`src/rtl/serial_add_sequencer_if.sv`:
```
// ---------------------------------------------------------------------------
// serial_add_sequencer_if
// Bundles every non-clock signal of the serial add sequencer.
//   slave  modport : the sequencer itself
//   master modport : its environment, i.e. the operand source plus the
//                    external combinational full-adder cell
// Signals:
//   start, operand_a, operand_b, carry_in : request and operands
//   busy, done, result, carry_out         : progress and result handshake
//   fa_addend, fa_augend, fa_carry1       : drive into the full-adder cell
//   fa_sum, fa_carry2                     : answer from the full-adder cell
// ---------------------------------------------------------------------------
interface serial_add_sequencer_if #(
  parameter int WIDTH = 8
);
  logic             start;
  logic [WIDTH-1:0] operand_a;
  logic [WIDTH-1:0] operand_b;
  logic             carry_in;
  logic             busy;
  logic             done;
  logic [WIDTH-1:0] result;
  logic             carry_out;
  logic             fa_addend;
  logic             fa_augend;
  logic             fa_carry1;
  logic             fa_sum;
  logic             fa_carry2;

  // The sequencer consumes the request and the adder answer and produces
  // the handshake, the result and the adder inputs.
  modport slave (
    input  start, operand_a, operand_b, carry_in, fa_sum, fa_carry2,
    output busy, done, result, carry_out, fa_addend, fa_augend, fa_carry1
  );

  // The environment is the mirror image: it issues requests and plays the
  // role of the full-adder cell.
  modport master (
    output start, operand_a, operand_b, carry_in, fa_sum, fa_carry2,
    input  busy, done, result, carry_out, fa_addend, fa_augend, fa_carry1
  );
endinterface

```
`src/rtl/serial_add_sequencer.sv`:
```
// ---------------------------------------------------------------------------
// serial_add_sequencer
// Adds two WIDTH-bit operands LSB-first, one bit per clock, by time
// multiplexing a single external combinational full-adder cell.
// Ports:
//   clk  : system clock, all state changes on the rising edge
//   rst  : asynchronous active-high reset
//   bus  : serial_add_sequencer_if.slave
//          start/operand_a/operand_b/carry_in in, busy/done/result/carry_out
//          out, fa_addend/fa_augend/fa_carry1 out to the adder cell,
//          fa_sum/fa_carry2 back from it
// A request is accepted in IDLE or DONE; busy is high for WIDTH cycles,
// then done pulses for one cycle with {carry_out,result} = a + b + cin.
// ---------------------------------------------------------------------------
module serial_add_sequencer #(
  parameter int WIDTH = 8
) (
  input logic                   clk,
  input logic                   rst,
  serial_add_sequencer_if.slave bus
);

  localparam int              CntW    = $clog2(WIDTH) + 1;
  localparam logic [CntW-1:0] LastBit = CntW'(WIDTH - 1);

  typedef enum logic [1:0] {
    IDLE,
    RUN,
    DONE
  } state_e;

  state_e           state_q;
  logic [WIDTH-1:0] aShift_q;
  logic [WIDTH-1:0] bShift_q;
  logic [WIDTH-1:0] sumShift_q;
  logic [WIDTH-1:0] sumShift_d;
  logic [WIDTH-1:0] result_q;
  logic [CntW-1:0]  bitCnt_q;
  logic             carry_q;
  logic             busy_q;
  logic             done_q;
  logic             carryOut_q;

  // The newest sum bit enters at the MSB so that after WIDTH shifts bit i of
  // the register holds the sum of bit i. The completing edge stores this
  // next value straight into result, so result never sees a partial sum.
  assign sumShift_d = (sumShift_q >> 1) | (WIDTH'(bus.fa_sum) << (WIDTH - 1));

  // The adder cell only sees live data while running; in IDLE and DONE the
  // carry register still holds the last carry, hence the explicit gating.
  assign bus.fa_addend = (state_q == RUN) && aShift_q[0];
  assign bus.fa_augend = (state_q == RUN) && bShift_q[0];
  assign bus.fa_carry1 = (state_q == RUN) && carry_q;

  assign bus.busy      = busy_q;
  assign bus.done      = done_q;
  assign bus.result    = result_q;
  assign bus.carry_out = carryOut_q;

  // Control FSM with registered handshake outputs. IDLE and DONE behave the
  // same towards start, which is what gives back-to-back operation when
  // start is held; the only difference is that done is high in DONE.
  always_ff @(posedge clk or posedge rst) begin
    if (rst) begin
      state_q    <= IDLE;
      aShift_q   <= '0;
      bShift_q   <= '0;
      sumShift_q <= '0;
      result_q   <= '0;
      bitCnt_q   <= '0;
      carry_q    <= 1'b0;
      busy_q     <= 1'b0;
      done_q     <= 1'b0;
      carryOut_q <= 1'b0;
    end else begin
      done_q <= 1'b0;
      case (state_q)
        IDLE, DONE: begin
          if (bus.start) begin
            aShift_q <= bus.operand_a;
            bShift_q <= bus.operand_b;
            carry_q  <= bus.carry_in;
            bitCnt_q <= '0;
            busy_q   <= 1'b1;
            state_q  <= RUN;
          end else begin
            state_q <= IDLE;
          end
        end
        RUN: begin
          aShift_q   <= aShift_q >> 1;
          bShift_q   <= bShift_q >> 1;
          sumShift_q <= sumShift_d;
          carry_q    <= bus.fa_carry2;
          bitCnt_q   <= bitCnt_q + CntW'(1);
          // This edge consumes the MSB: publish the whole result at once.
          if (bitCnt_q == LastBit) begin
            result_q   <= sumShift_d;
            carryOut_q <= bus.fa_carry2;
            done_q     <= 1'b1;
            busy_q     <= 1'b0;
            state_q    <= DONE;
          end
        end
        default: begin
          busy_q  <= 1'b0;
          state_q <= IDLE;
        end
      endcase
    end
  end

endmodule

```
`src/flat_wrapper.sv`:
```
// flat-port wrapper written by rule: the top's interface ports become plain ports
module serial_add_sequencer_flat 
#(
  parameter int WIDTH = 8
)
  (clk, rst, bus_start, bus_operand_a, bus_operand_b, bus_carry_in, bus_fa_sum, bus_fa_carry2, bus_busy, bus_done, bus_result, bus_carry_out, bus_fa_addend, bus_fa_augend, bus_fa_carry1);
  serial_add_sequencer_if #(.WIDTH(WIDTH)) bus_i ();
  input logic clk;
  input logic rst;
  input wire logic [$bits(bus_i.start)-1:0] bus_start;
  input wire logic [$bits(bus_i.operand_a)-1:0] bus_operand_a;
  input wire logic [$bits(bus_i.operand_b)-1:0] bus_operand_b;
  input wire logic [$bits(bus_i.carry_in)-1:0] bus_carry_in;
  input wire logic [$bits(bus_i.fa_sum)-1:0] bus_fa_sum;
  input wire logic [$bits(bus_i.fa_carry2)-1:0] bus_fa_carry2;
  output wire logic [$bits(bus_i.busy)-1:0] bus_busy;
  output wire logic [$bits(bus_i.done)-1:0] bus_done;
  output wire logic [$bits(bus_i.result)-1:0] bus_result;
  output wire logic [$bits(bus_i.carry_out)-1:0] bus_carry_out;
  output wire logic [$bits(bus_i.fa_addend)-1:0] bus_fa_addend;
  output wire logic [$bits(bus_i.fa_augend)-1:0] bus_fa_augend;
  output wire logic [$bits(bus_i.fa_carry1)-1:0] bus_fa_carry1;
  assign bus_i.start = bus_start;
  assign bus_i.operand_a = bus_operand_a;
  assign bus_i.operand_b = bus_operand_b;
  assign bus_i.carry_in = bus_carry_in;
  assign bus_i.fa_sum = bus_fa_sum;
  assign bus_i.fa_carry2 = bus_fa_carry2;
  assign bus_busy = bus_i.busy;
  assign bus_done = bus_i.done;
  assign bus_result = bus_i.result;
  assign bus_carry_out = bus_i.carry_out;
  assign bus_fa_addend = bus_i.fa_addend;
  assign bus_fa_augend = bus_i.fa_augend;
  assign bus_fa_carry1 = bus_i.fa_carry1;
  serial_add_sequencer #(.WIDTH(WIDTH)) u_core (.clk(clk), .rst(rst), .bus(bus_i));
endmodule
```
`config.mk`:
```
export PLATFORM = sky130hd
export DESIGN_NAME = serial_add_sequencer_flat
export DESIGN_NICKNAME = d
export VERILOG_FILES = /design/src/rtl/serial_add_sequencer_if.sv /design/src/rtl/serial_add_sequencer.sv /design/src/flat_wrapper.sv
export SDC_FILE = /design/constraint.sdc
export NUM_CORES = 1
export LEC_CHECK = 0
export BUFFER_PORTS_ARGS = -buffer_cell sky130_fd_sc_hd__buf_4
export CAP_MARGIN = 5
export CORE_UTILIZATION = 53
export DETAILED_ROUTE_END_ITERATION = 6
export HOLD_SLACK_MARGIN = 0.12
export PLACE_DENSITY = 0.82
export SLEW_MARGIN = 40
export SYNTH_ARGS = -nofsm -noshare
export SYNTH_HDL_FRONTEND = slang
export SYNTH_SLANG_ARGS = --single-unit
```
`constraint.sdc`:
```
create_clock -name clk -period 1.8 [get_ports clk]
set_input_delay 0.54 -clock clk [delete_from_list [all_inputs] [get_ports clk]]
set_output_delay 0.54 -clock clk [all_outputs]
set_load 0.02 [all_outputs]
```
# After elaboration in Yosys (flattened, before gate mapping)
# Cells that the tools add are included.
# totals
regBits	42
wordCells	42
output_inout_bits	14
# classes
n_addsub	1
mux	16
n_eq_ne	5
bitwise_logic	1
reduce_logical	9
# op_table
operator	count
case mux 8 bit (2 select lines)	2
2-to-1 mux 8 bit	2
bitwise OR 7 x 8 -> 8 bit	1
case mux 4 bit (2 select lines)	1
2-to-1 mux 1 bit	6
AND reduction 2 bit	3
adder 4 x 1 -> 4 bit, second input constant	1
== test 4 x 3 -> 1 bit, second input constant	1
2-to-1 mux 4 bit	1
!= test 2 bit, second input constant	2
case mux 1 bit (2 select lines)	2
case mux 2 bit (2 select lines)	1
logical AND 1 bit	3
== test 2 x 1 -> 1 bit, second input constant	1
== test 2 bit, second input constant	1
zero test 2 bit	1
2-to-1 mux 2 bit	1
nonzero test 2 bit	1
OR reduction 2 bit	1

# Depth between registers and ports, before layout
# Gate-level depths: netlist (run 1).
# depth
ltp_word	4
ltp_mapped	5
depth_no_buf	4

# Least setup slack after synthesis (run 1)
# OpenSTA, ideal clock, no wires.
# synth_timing
path_type	reg2out
startpoint	reg u_core.state_q[0]
endpoint	out bus_fa_addend
setup_slack_ns	0.251
t_arrival_ns	1.009
stages_incl_launch_ff	5
cell_sequence	dfrtp_1 nor2b_1 buf_4 buf_6 and2_1
# synth_between
elab_chain_cells	2
# synth_lines
item	line_no	source
from (decl)	serial_add_sequencer.sv:32	state_e state_q;
from (signal assigned)	serial_add_sequencer.sv:65	state_q <= IDLE;
from (signal assigned)	serial_add_sequencer.sv:85	state_q <= RUN;
from (signal assigned)	serial_add_sequencer.sv:87	state_q <= IDLE;
== test 2 x 1 -> 1 bit	serial_add_sequencer.sv:51	assign bus.fa_addend = (state_q == RUN) && aShift_q[0];
logical AND 1 bit	serial_add_sequencer.sv:51	
to (decl)	flat_wrapper.sv:20	output wire logic [$bits(bus_i.fa_addend)-1:0] bus_fa_addend;
# Every way passes these cells.

# Final worst setup path (run 1)
# layout_timing
startpoint	reg u_core.state_q[1]
endpoint	out bus_fa_addend
# Same word-level chain as after synthesis.

==> key figures, run 1 <==
Routing
  • Number of detailed-routing iterations run before antenna repair: 4
  • DR iter-0 viols: 34
  • Number of vias after detailed routing: roughly 1100
  • Antenna Violating Nets Remaining: 0
  • Average vias per placed instance: between 5 and 6
  • DRC violation count after routing: 0
  • Routed length per placed instance: 14.5 um
  • DRT Wirelength: 3.05 mm

Yosys
  • Multiplexer share of the synthesized area: about 12%
  • Combinational family with the most area after synthesis: compound AO/OA/AOI/OAI gates
  • Sequential share of the synthesized area: about three fifths
  • Top_reg_cell synth: dfrtp_1
  • Share of synthesized flip-flops with an asynchronous set or reset: 100%
  • Post-synth net total: 143
  • Mean area per synthesized cell: between 10 and 15 um2
  • Number of synthesis warnings: 0
  • Compound-Gate Fraction of Synth Area: about 17%
  • EDFF count, synth: 0
  • Synth unique cells: 23
  • Number of standard cells after synthesis: 120
  • Post-synthesis simple-gate area fraction: roughly 6%
  • Adder-cell share of the synthesized area: less than 1%
  • Post-synthesis instance area: 0.00171 mm2
  • Flops & latches, synth: slightly above 40
  • Post-Synth XOR/XNOR Area: 0%

Place
  • Cells after DPL: 198
  • I/O Buffers: 35
  • HPWL Detailed: about 2.1 mm
  • GPL Wtd Cong: 0.652

STA
  • Hold Worst Slack: 0.306 ns
  • Final Critical Period: 1.76 ns
  • Tcrit/Tclk final: a little over nine tenths
  • Final-report max-slew violation count: 0
  • Transition time at the pin with the least slew margin: 0.500 ns
  • Worst relative slew slack: between 60 and 70%
  • Maximum clock frequency: 569 MHz
  • Final hold vios: 0
  • Setup violators final: 0
  • Layout Skew: slightly below 0.008 ns
  • Setup repair after global routing missed its margin: true

Final layout
  • Count of antenna diodes in the layout: 0
  • Final Net Count: between 150 and 200
  • Filler cell count in the final layout: about 220
  • Ratio of cells with drive above 1 in the final layout: between 40% and 50%
  • Core occupancy in the finished layout: 70.7%
  • Area grow syn2layout: 26.1%
  • Post-route insts no fill: between 200 and 250

Clocking
  • CTS HTree Levels: 2
  • Clock tree root buffer cell: clkbuf_4
  • Clock-pin transition on the worst setup and hold timing paths: around 0.12 ns
  • Clock latency reported for the late side of the worst-skew pair: 0.34 ns
  • Total number of clock tree sinks: 41
  • CTS tree: done
  • Max clock buf depth: 2
  • Count of hold buffers inserted by post-cts repair: 0
  • Number of buffers created by CTS: 5

Critical path
  • Highest fanout seen on the critical path: 5
  • Capture point of the worst reg-to-reg path: u_core.bus.carry_out
  • Critical setup path kind: reg -> out
  • Worst r2r path cells: 5
  • Worst EP arrival: about 1.2 ns
  • Timing endpoint of the critical path: bus_fa_addend
  • Type of destination of the critical path: primary output
  • Crit Reg-Reg Startpoint: u_core.bitCnt_q[0]
  • Minimum setup slack among reg-to-reg paths: ~0.16 ns
  • Type of origin of the critical path: flip-flop
  • CP Launch Point: u_core.state_q[1]
  • Data required time at the worst endpoint: ~1.3 ns

Floorplanning
  • Starting Density: between 50% and 60%
  • Overall die height: between 50 and 60 um
  • Core Box Area: between 0.003 and 0.004 mm2
  • Floorplan die width: around 60 um
  • Area of the die: between 0.003 and 0.004 mm2
  • Placement Rows: 20
  • Count of boundary I/O pins: 36

Global route
  • Antenna violations before repair: 0
  • Pin count of the biggest net entering global routing: between 40 and 50
  • Total grt overflow: 0
  • Vias in the first global route: 1200
  • Wire length of the first global-routing pass: between 5 and 6 mm
  • Total GRT Usage: 21.4%

Run status
  • Status: finished, final reports clean

Pwr
  • Power per unit of standard cell area: approximately 1800 mW/mm2
  • Clock share of power: 15.4%
  • Internal portion of total power: around 2.7 mW
  • Fraction of power spent switching nets: 32.9%
  • Leakage component of the power: 1.13 nW
  • Sequential fraction of design power: approximately 40%
  • Logic pwr share: roughly 44%
  • Peak supply drop: approximately 0.86 mV
  • Power dissipated by switching net loads: approximately 1.3 mW

Run
  • Max-cap viol count: 0

Worst hold path
  • Class of the tightest hold or removal check: in -> async
-- how the worst min path moves through the flow --
stage | depth (start not counted) | end | start
floorplan | 1 | u_core.bitCnt_q[3] | u_core.bitCnt_q[3]
global placement | 1 | u_core.bitCnt_q[3] | u_core.bitCnt_q[3]
detailed placement | 1 | u_core.aShift_q[1] | u_core.aShift_q[1]
CTS | 3 | u_core.aShift_q[6] | rst
global route | 3 | u_core.sumShift_q[4] | rst
finish | 3 | u_core.sumShift_q[3] | rst
-- cell usage after synthesis, types with 2 or more instances --
cell	n	area (um2)
buf_6	3	33.8
mux2i_1	2	20.0
and2_1	3	18.8
a21o_1	16	120
a22o_1	19	166
mux2_1	4	45.0
buf_4	3	22.5
nand3b_1	2	15.0
mux2_2	13	146
nor2b_1	2	12.5
dfrtp_1	41	1030
-- power groups by stage --
stage          Combinational [mW]  Sequential [mW]  Clock [mW]
3_5_place_dp                 1.64             1.62           0
4_1_cts                      1.72             1.59       0.629
5_1_grt                      1.91             1.65       0.680
2_1_floorplan                1.10             1.69           0
3_3_place_gp                 1.57             1.58           0
6_report                     1.75             1.59       0.611
-- cells by family (layout without fill, tap and decap cells) --
| kind of cell | Yosys count | in the layout |
|---|---|---|
| flops | 41 | 41 |
| compound gates | 36 | 36 |
| mux | 19 | 19 |
| simple gates | 14 | 14 |
| buf+inv | 9 | 55 |
| fa+ha+maj | 1 | 1 |
-- layout by cell type (no fill, tap or decap), types with 2 or more instances in the layout --
| cell | Yosys | routed |
|---|---|---|
| a21o_1 | 16 | 16 |
| nand3b_1 | 2 | 2 |
| buf_4 | 3 | 43 |
| mux2_1 | 4 | 4 |
| mux2i_1 | 2 | 2 |
| clkbuf_4 | 0 | 5 |
| buf_6 | 3 | 3 |
| a22o_1 | 19 | 19 |
| dfrtp_1 | 41 | 41 |
| mux2_2 | 13 | 13 |
| and2_4 | 0 | 3 |
-- flip-flops by register name (all words and copies together), names as in the netlist --
name,flops
u_core.bitCnt_q,4
u_core.bus.result,8
u_core.state_q,2
u_core.bShift_q,8
u_core.bus.busy,1
u_core.bus.carry_out,1
u_core.bus.done,1
u_core.carry_q,1
u_core.aShift_q,8
u_core.sumShift_q,7
-- metrics by stage --
stage | power (mW) | setup TNS, ns | setup slack (ns) | instance area (um2)
floorplan | 2.79 | 0 | 0.251 | 1710
global placement | 3.15 | 0 | 0.213 | 2020
detailed placement | 3.26 | 0 | 0.171 | 2020
CTS | 3.94 | 0 | 0.0171 | 2140
global route | 4.24 | -0.0724 | -0.0286 | 2160
finish | 3.96 | 0 | 0.0418 | 2160
-- per-layer routing --
metal  vias up  wire (um)  GRT usage [%]
met1       555       1300           25.5
met4         0         48           8.16
met2        29       1570           35.7
li1        529          -              -
met3         5        139           7.25
met5         -          0              0
-- critical path, cell delays in order, from the launching register on --
cell and delay (ns):
dfrtp_1 0.43, nor2b_4 0.17, and2_4 0.17, buf_6 0.11
-- timing repair --
action                     in CTS  in global routing
hold endpoints to repair        0                  0
gates resized for setup         1                  6
buffers inserted                4                  0
cloned                          0                  0
setup endpoints to repair       3                  3
pin swaps                       0                  2
-- area by class of cell --
| cell class | instances | area, um2 | share of cell area [%] |
|---|---|---|---|
| clock buffers | 7 | 55.1 | 2.55 |
| clock inverters | 1 | 30.0 | 1.39 |
| inverters | 1 | 3.75 | 0.174 |
| multi-input cells | 70 | 633 | 29.3 |
| flip-flops and latches | 41 | 1030 | 47.5 |
| well taps | 44 | 55.1 | 2.55 |
| repair buffers | 46 | 357 | 16.5 |
(Power assumes the default switching activity.)
==> inputs of run 2 (changes only) <==
--- a/config.mk
+++ b/config.mk
@@ -12,2 +12,3 @@
 export HOLD_SLACK_MARGIN = 0.12
+export MAX_ROUTING_LAYER = met4
 export PLACE_DENSITY = 0.82
--- a/constraint.sdc
+++ b/constraint.sdc
@@ -3,2 +3,2 @@
 set_output_delay 0.54 -clock clk [all_outputs]
-set_load 0.02 [all_outputs]
+set_load 0.1 [all_outputs]
==> run 2 against run 1 <==
Net effect:
- the run now ends with setup timing left
- global-route usage decreased by 1.1 points
- clock skew increased by 0.0024 ns
- wire length decreased by 2.1%
- count of clock-buffer cells in the layout increased by 1
- fmax decreased by 5.7%
- first-iteration DRC count increased by 18%
- largest cell class unchanged
==> key figures, run 2 (synthesis results as in run 1) <==
Global route
  • Total grt overflow: 0 (unchanged)
  • Total GRT Usage: 20.3% (was 21.4%)
  • Antenna violations before repair: 0 (unchanged)
  • Vias in the first global route: 1135 (was 1200)
  • Wire length of the first global-routing pass: 5.02 mm (was 5.36 mm)
  • Pin count of the biggest net entering global routing: 42 (unchanged)

Critical path
  • Highest fanout seen on the critical path: 5 (unchanged)
  • Timing endpoint of the critical path: bus_fa_addend (unchanged)
  • Worst r2r path cells: 5 (unchanged)
  • CP Launch Point: u_core.state_q[1] (unchanged)
  • Crit Reg-Reg Startpoint: u_core.bitCnt_q[0] (unchanged)
  • Type of origin of the critical path: flip-flop (unchanged)
  • Data required time at the worst endpoint: 1.26 ns (about the same)
  • Critical setup path kind: reg -> out (unchanged)
  • Capture point of the worst reg-to-reg path: u_core.bus.result[4] (was u_core.bus.carry_out)
  • Minimum setup slack among reg-to-reg paths: 0.14 ns (was 0.16 ns)
  • Worst EP arrival: 1.32 ns (was 1.22 ns)
  • Type of destination of the critical path: primary output (unchanged)

Run status
  • Violated checks: setup timing
  • Status: complete, but fails checks (was finished, final reports clean)

Final layout
  • Final Net Count: 184 (was 188)
  • Ratio of cells with drive above 1 in the final layout: 41.4% (was 44.0%)
  • Core occupancy in the finished layout: 69.4% (was 70.7%)
  • Count of antenna diodes in the layout: 0 (unchanged)
  • Leading cell types in the layout, fill and taps excluded: dfrtp_1, buf_4, a22o_1, a21o_1, mux2_2 (was buf_4, dfrtp_1, a22o_1, a21o_1, mux2_2)
  • Commonest non-fill, non-tap cell in the layout: dfrtp_1 (was buf_4)
  • Area grow syn2layout: 23.7% (was 26.1%)
  • Cell area after layout: 0.00212 mm2 (was 0.00216 mm2)

Floorplanning
  • Placement Rows: 20 (unchanged)
  • Floorplan die width: 58.9 um (unchanged)
  • Starting Density: 56.1% (unchanged)
  • Area of the die: 0.00346 mm2 (unchanged)
  • Count of boundary I/O pins: 36 (unchanged)
  • Overall die height: 58.9 um (unchanged)
  • Core Box Area: 0.00305 mm2 (unchanged)

Run
  • Max-cap viol count: 0 (unchanged)

STA
  • Setup slack of the critical path after layout: -0.0644 ns (was 0.0418 ns)
  • Tcrit/Tclk final: 104% (was 97.7%)
  • Hold Worst Slack: 0.323 ns (was 0.306 ns)
  • Final-report max-slew violation count: 0 (unchanged)
  • Final Critical Period: 1.86 ns (was 1.76 ns)
  • Setup violators final: 3 (was 0)
  • Setup repair after global routing missed its margin: true (unchanged)
  • Maximum clock frequency: 536 MHz (was 569 MHz)
  • Layout Skew: 0.0102 ns (was 0.00777 ns)
  • Final hold vios: 0 (unchanged)
  • Worst relative slew slack: 66.6% (was 66.7%)
  • Transition time at the pin with the least slew margin: 0.501 ns (was 0.500 ns)

Routing
  • Number of vias after detailed routing: 1104 (was 1118)
  • DR iter-0 viols: 40 (was 34)
  • Routed length per placed instance: 14.5 um (about the same)
  • Average vias per placed instance: 5.36 (was 5.32)
  • Antenna Violating Nets Remaining: 0 (unchanged)
  • DRC violation count after routing: 0 (unchanged)
  • Number of detailed-routing iterations run before antenna repair: 4 (unchanged)
  • DRT Wirelength: 2.99 mm (was 3.05 mm)

Place
  • GPL Wtd Cong: 0.698 (was 0.652)
  • Placed instance area: 0.00202 mm2 (about the same)
  • HPWL Detailed: 2.09 mm (was 2.14 mm)
  • Worst setup slack after placement: 0.152 ns (was 0.171 ns)
  • I/O Buffers: 35 (unchanged)

Clocking
  • CTS HTree Levels: 2 (unchanged)
  • Clock latency reported for the late side of the worst-skew pair: 0.34 ns (about the same)
  • Max clock buf depth: 2 (unchanged)
  • Number of buffers created by CTS: 5 (unchanged)
  • CTS tree: done (unchanged)
  • Total number of clock tree sinks: 41 (unchanged)
  • Clock-pin transition on the worst setup and hold timing paths: 0.12 ns (about the same)
  • Clock tree root buffer cell: clkbuf_4 (unchanged)
  • Count of hold buffers inserted by post-cts repair: 0 (unchanged)

Worst hold path
  • Class of the tightest hold or removal check: in -> async (unchanged)
[run 2: cell count changes in the layout (fill, tap and decap cells not counted)]
cell	change
buf_12	+3
buf_4	-4
buf_6	-3
bufinv_16	-1
clkbuf_1	+2
clkbuf_8	-1
[run 2: timing repair]
action                                  4_1_cts  5_1_grt
gates cloned                                  0        0
buffers inserted                              0        1
resized for setup                            13        0
pin swaps                                     3        1
endpoints found under the setup margin        3        3
endpoints found under the hold margin         0        0
[run 2: layout make-up]
type	instances	area, um2
Tap cell	44	55.1
Multi-Input combinational cell	70	633
Sequential cell	41	1030
Timing Repair Buffer	42	353
Inverter	1	3.75
Fill cell	217	933
Clock buffer	8	48.8
[run 2: metrics by stage]
step,TNS (ns),std cells
after global routing,-0.343,206
after CTS,-0.198,205
after global placement,0,197
after floorplan,0,120
after detailed placement,0,197
final,-0.183,206
[run 2: how the worst min path moves through the flow]
| stage | to | cells after the start |
|---|---|---|
| 3_3_place_gp | u_core.carry_q | 1 |
| 3_5_place_dp | u_core.bShift_q[0] | 1 |
| 4_1_cts | u_core.bus.carry_out | 3 |
| 6_report | u_core.state_q[1] | 3 |
| 5_1_grt | u_core.state_q[1] | 3 |
| 2_1_floorplan | u_core.bitCnt_q[3] | 1 |
[run 2: critical path, stage by stage (launching register included)]
cell     delay, ns
dfrtp_1       0.45
nor2b_4       0.19
and2_4        0.18
buf_12        0.17
[run 2: metal layers]
| layer | vias up | share of wire (%) | global-route usage, % |
|---|---|---|---|
| met3 | 4 | 3.9 | 4.84 |
| li1 | 520 | - | - |
| met5 | - | 0 | - |
| met2 | 25 | 52 | 33.1 |
| met1 | 555 | 43 | 24.3 |
| met4 | 0 | 1.0 | 8.16 |
Power of run 2 is not shown: default switching activity piles up to over one toggle a cycle in this logic, so the estimate is an artifact.
==> inputs of run 3 (changes only) <==
- ABC_AREA: not set -> 1
- CORE_UTILIZATION: 53 -> 54
==> run 3 against run 2 <==
Net effect:
- the run now ends clean
- critical path type unchanged
- sequential cell count did not move
- non-clock buffer count shrank 1
- cell area increased by 8.6%
- worst setup slack improved by 0.12 ns
- critical endpoint unchanged
==> key figures, run 3 <==
Run status
  • Status: finished, final reports clean (was complete, but fails checks)

Clocking
  • CTS tree: done (unchanged)
  • Clock-pin transition on the worst setup and hold timing paths: 0.11 ns (was 0.12 ns)
  • Clock latency reported for the late side of the worst-skew pair: 0.35 ns (was 0.34 ns)
  • Max clock buf depth: 2 (unchanged)
  • Number of buffers created by CTS: 5 (unchanged)
  • Total number of clock tree sinks: 41 (unchanged)
  • Count of hold buffers inserted by post-cts repair: 0 (unchanged)
  • Clock tree root buffer cell: clkbuf_4 (unchanged)
  • CTS HTree Levels: 2 (unchanged)

STA
  • Setup repair after global routing missed its margin: true (unchanged)
  • Final Critical Period: 1.75 ns (was 1.86 ns)
  • Worst relative slew slack: 58.4% (was 66.6%)
  • Layout Skew: 0.00448 ns (was 0.0102 ns)
  • Final hold vios: 0 (unchanged)
  • Final-report max-slew violation count: 0 (unchanged)
  • Maximum clock frequency: 573 MHz (was 536 MHz)
  • Transition time at the pin with the least slew margin: 0.624 ns (was 0.501 ns)
  • Tcrit/Tclk final: 97.0% (was 104%)
  • Setup violators final: 0 (was 3)

Yosys
  • Sequential share of the synthesized area: 54.7% (was 59.9%)
  • Flops & latches, synth: 41 (unchanged)
  • Synth top cells by count: nand2_1, dfrtp_1, inv_1 (was dfrtp_1, a22o_1, a21o_1)
  • Area contributors post-synth: dfrtp_1, nand2_1, inv_1 (was dfrtp_1, a22o_1, mux2_2)
  • Top_reg_cell synth: dfrtp_1 (unchanged)
  • Share of the synthesized area in the top cell type: 54.7% (was 59.9%)
  • Number of standard cells after synthesis: 236 (was 120)
  • Synth unique cells: 17 (was 23)
  • Library cell with the largest summed area after synthesis: dfrtp_1 (unchanged)
  • Number of synthesis warnings: 0 (unchanged)
  • Post-synthesis instance area: 0.00188 mm2 (was 0.00171 mm2)
  • EDFF count, synth: 0 (unchanged)
  • Count leader, synth: nand2_1 (was dfrtp_1)
  • Post-synth net total: 259 (was 143)
  • Mean area per synthesized cell: 7.95 um2 (was 14.3 um2)
  • Share of synthesized flip-flops with an asynchronous set or reset: 100% (unchanged)

Global route
  • Vias in the first global route: 1356 (was 1135)
  • Total grt overflow: 0 (unchanged)
  • Antenna violations before repair: 0 (unchanged)
  • Total GRT Usage: 22.7% (was 20.3%)
  • Wire length of the first global-routing pass: 5.77 mm (was 5.02 mm)
  • Pin count of the biggest net entering global routing: 38 (was 42)

Worst hold path
  • Class of the tightest hold or removal check: in -> async (unchanged)

Final layout
  • Leading cell types in the layout, fill and taps excluded: nand2_1, dfrtp_1, buf_4, inv_1, nand3_1 (was dfrtp_1, buf_4, a22o_1, a21o_1, mux2_2)
  • Count of antenna diodes in the layout: 0 (unchanged)
  • Final Net Count: 299 (was 184)
  • Ratio of cells with drive above 1 in the final layout: 22.0% (was 41.4%)
  • Filler cell count in the final layout: 288 (was 217)
  • Area grow syn2layout: 22.6% (was 23.7%)
  • Commonest non-fill, non-tap cell in the layout: nand2_1 (was dfrtp_1)
  • Core occupancy in the finished layout: 69.0% (was 69.4%)

Critical path
  • Type of destination of the critical path: primary output (unchanged)
  • Critical setup path kind: reg -> out (unchanged)
  • Worst path slowest cell: dfrtp_1 (unchanged)
  • Worst EP arrival: 1.21 ns (was 1.32 ns)
  • Highest fanout seen on the critical path: 6 (was 5)
  • Worst stage delay on the critical path: 0.39 ns (was 0.45 ns)
  • Ordered list of cells on the worst path: inv_2 > nand2_4 > nor2_4 > buf_12 (was nor2b_4 > and2_4 > buf_12)
  • Type of origin of the critical path: flip-flop (unchanged)
  • Data required time at the worst endpoint: 1.26 ns (about the same)

Routing
  • Number of detailed-routing iterations run before antenna repair: 4 (unchanged)
  • DRC violation count after routing: 0 (unchanged)
  • Number of vias after detailed routing: 1498 (was 1104)
  • Average vias per placed instance: 4.64 (was 5.36)
  • DRT Wirelength: 3.40 mm (was 2.99 mm)
  • Antenna Violating Nets Remaining: 0 (unchanged)
  • Routed length per placed instance: 10.5 um (was 14.5 um)
  • DR iter-0 viols: 33 (was 40)

Place
  • GPL Wtd Cong: 0.725 (was 0.698)
  • HPWL Detailed: 2.28 mm (was 2.09 mm)
  • I/O Buffers: 35 (unchanged)

Floorplanning
  • Count of boundary I/O pins: 36 (unchanged)
  • Floorplan die width: 61.0 um (was 58.9 um)
  • Overall die height: 61.0 um (was 58.9 um)
  • Starting Density: 56.2% (was 56.1%)
  • Placement Rows: 21 (was 20)
  • Core Box Area: 0.00334 mm2 (was 0.00305 mm2)
  • Area of the die: 0.00372 mm2 (was 0.00346 mm2)

Run
  • Max-cap viol count: 0 (unchanged)
run 3: cell count changes in the layout (fill, tap and decap cells not counted), moves of 3 or more:
cell     previous run  this run
nor2_4              1         5
nand3_1             0        13
buf_4              39        36
a21o_1             16         0
mux2_2             13         0
mux2_1              4         0
nand2_1             0       132
and2_4              3         0
a22o_1             19         0
inv_1               1        24
run 3: kinds of logic (layout without fill, tap and decap cells):
family,Yosys count,after routing,share of synthesized area (%)
AOI/OAI and AO/OA,2,2,0.533
adders and majority gates,1,1,0.667
buffers and inverters,35,76,9.87
DFF,41,41,54.7
and+or+nand+nor,157,157,34.3
run 3: critical path, delay by kind of cell, from the launching register on:
| kind | cells | cell delay, ns |
|---|---|---|
| flip-flops | 1 | 0.39 |
| AND/OR/NAND/NOR | 2 | 0.22 |
| buffers and inverters | 2 | 0.25 |
run 3: area by class of cell:
| cell class | instances | area [um2] | share of cell area, % |
|---|---|---|---|
| flip-flops and latches | 41 | 1030 | 44.6 |
| repair buffers | 41 | 370 | 16.1 |
| inverters | 27 | 106 | 4.62 |
| multi-input cells | 160 | 688 | 29.9 |
| clock inverters | 2 | 10.0 | 0.435 |
| well taps | 46 | 57.6 | 2.50 |
| clock buffers | 6 | 41.3 | 1.79 |
run 3: through the flow:
stage / instance area (um2) / worst slack [ns] / cells / hold WS (ns) / TNS (ns)
6_report: 2300 / 0.0542 / 323 / 0.258 / 0
5_1_grt: 2300 / -0.0241 / 323 / 0.278 / -0.0565
4_1_cts: 2290 / 0.00769 / 323 / 0.270 / 0
3_5_place_dp: 2190 / 0.277 / 312 / 0.462 / 0
3_3_place_gp: 2190 / 0.289 / 312 / 0.455 / 0
2_1_floorplan: 1900 / 0.0442 / 236 / 0.442 / 0
run 3: per-layer routing:
layer / vias to the layer above / track usage [%] / wire (um) / share of wire, %
met3: 6 / 6.40 / 141 / 4.1
met5: - / - / 0 / 0
met1: 681 / 27.3 / 1510 / 44
li1: 778 / - / - / -
met4: 0 / 7.79 / 57 / 1.7
met2: 33 / 36.7 / 1700 / 50
run 3: what timing repair did:
action / 4_1_cts / 5_1_grt
endpoints found under the setup margin: 3 / 3
resized for setup: 7 / 3
buffers inserted: 3 / 0
pin swaps: 1 / 2
run 3: final timing paths:
kind | depth (start not counted) | end | slack [ns] | startpoint
max | 4 | bus_fa_addend | 0.05 | u_core.state_q[1]
min | 2 | u_core.aShift_q[0] | 0.26 | rst
max reg2reg | 6 | u_core.bus.result[4] | 0.39 | u_core.bitCnt_q[0]
min reg2reg | 2 | u_core.bus.result[6] | 0.48 | u_core.bus.result[6]
max in group asynchronous | 3 | u_core.sumShift_q[1] | 1.04 | rst
min in group clk | 3 | u_core.bShift_q[7] | 0.39 | bus_operand_b[7]
Power of run 3 is left out for the same reason.
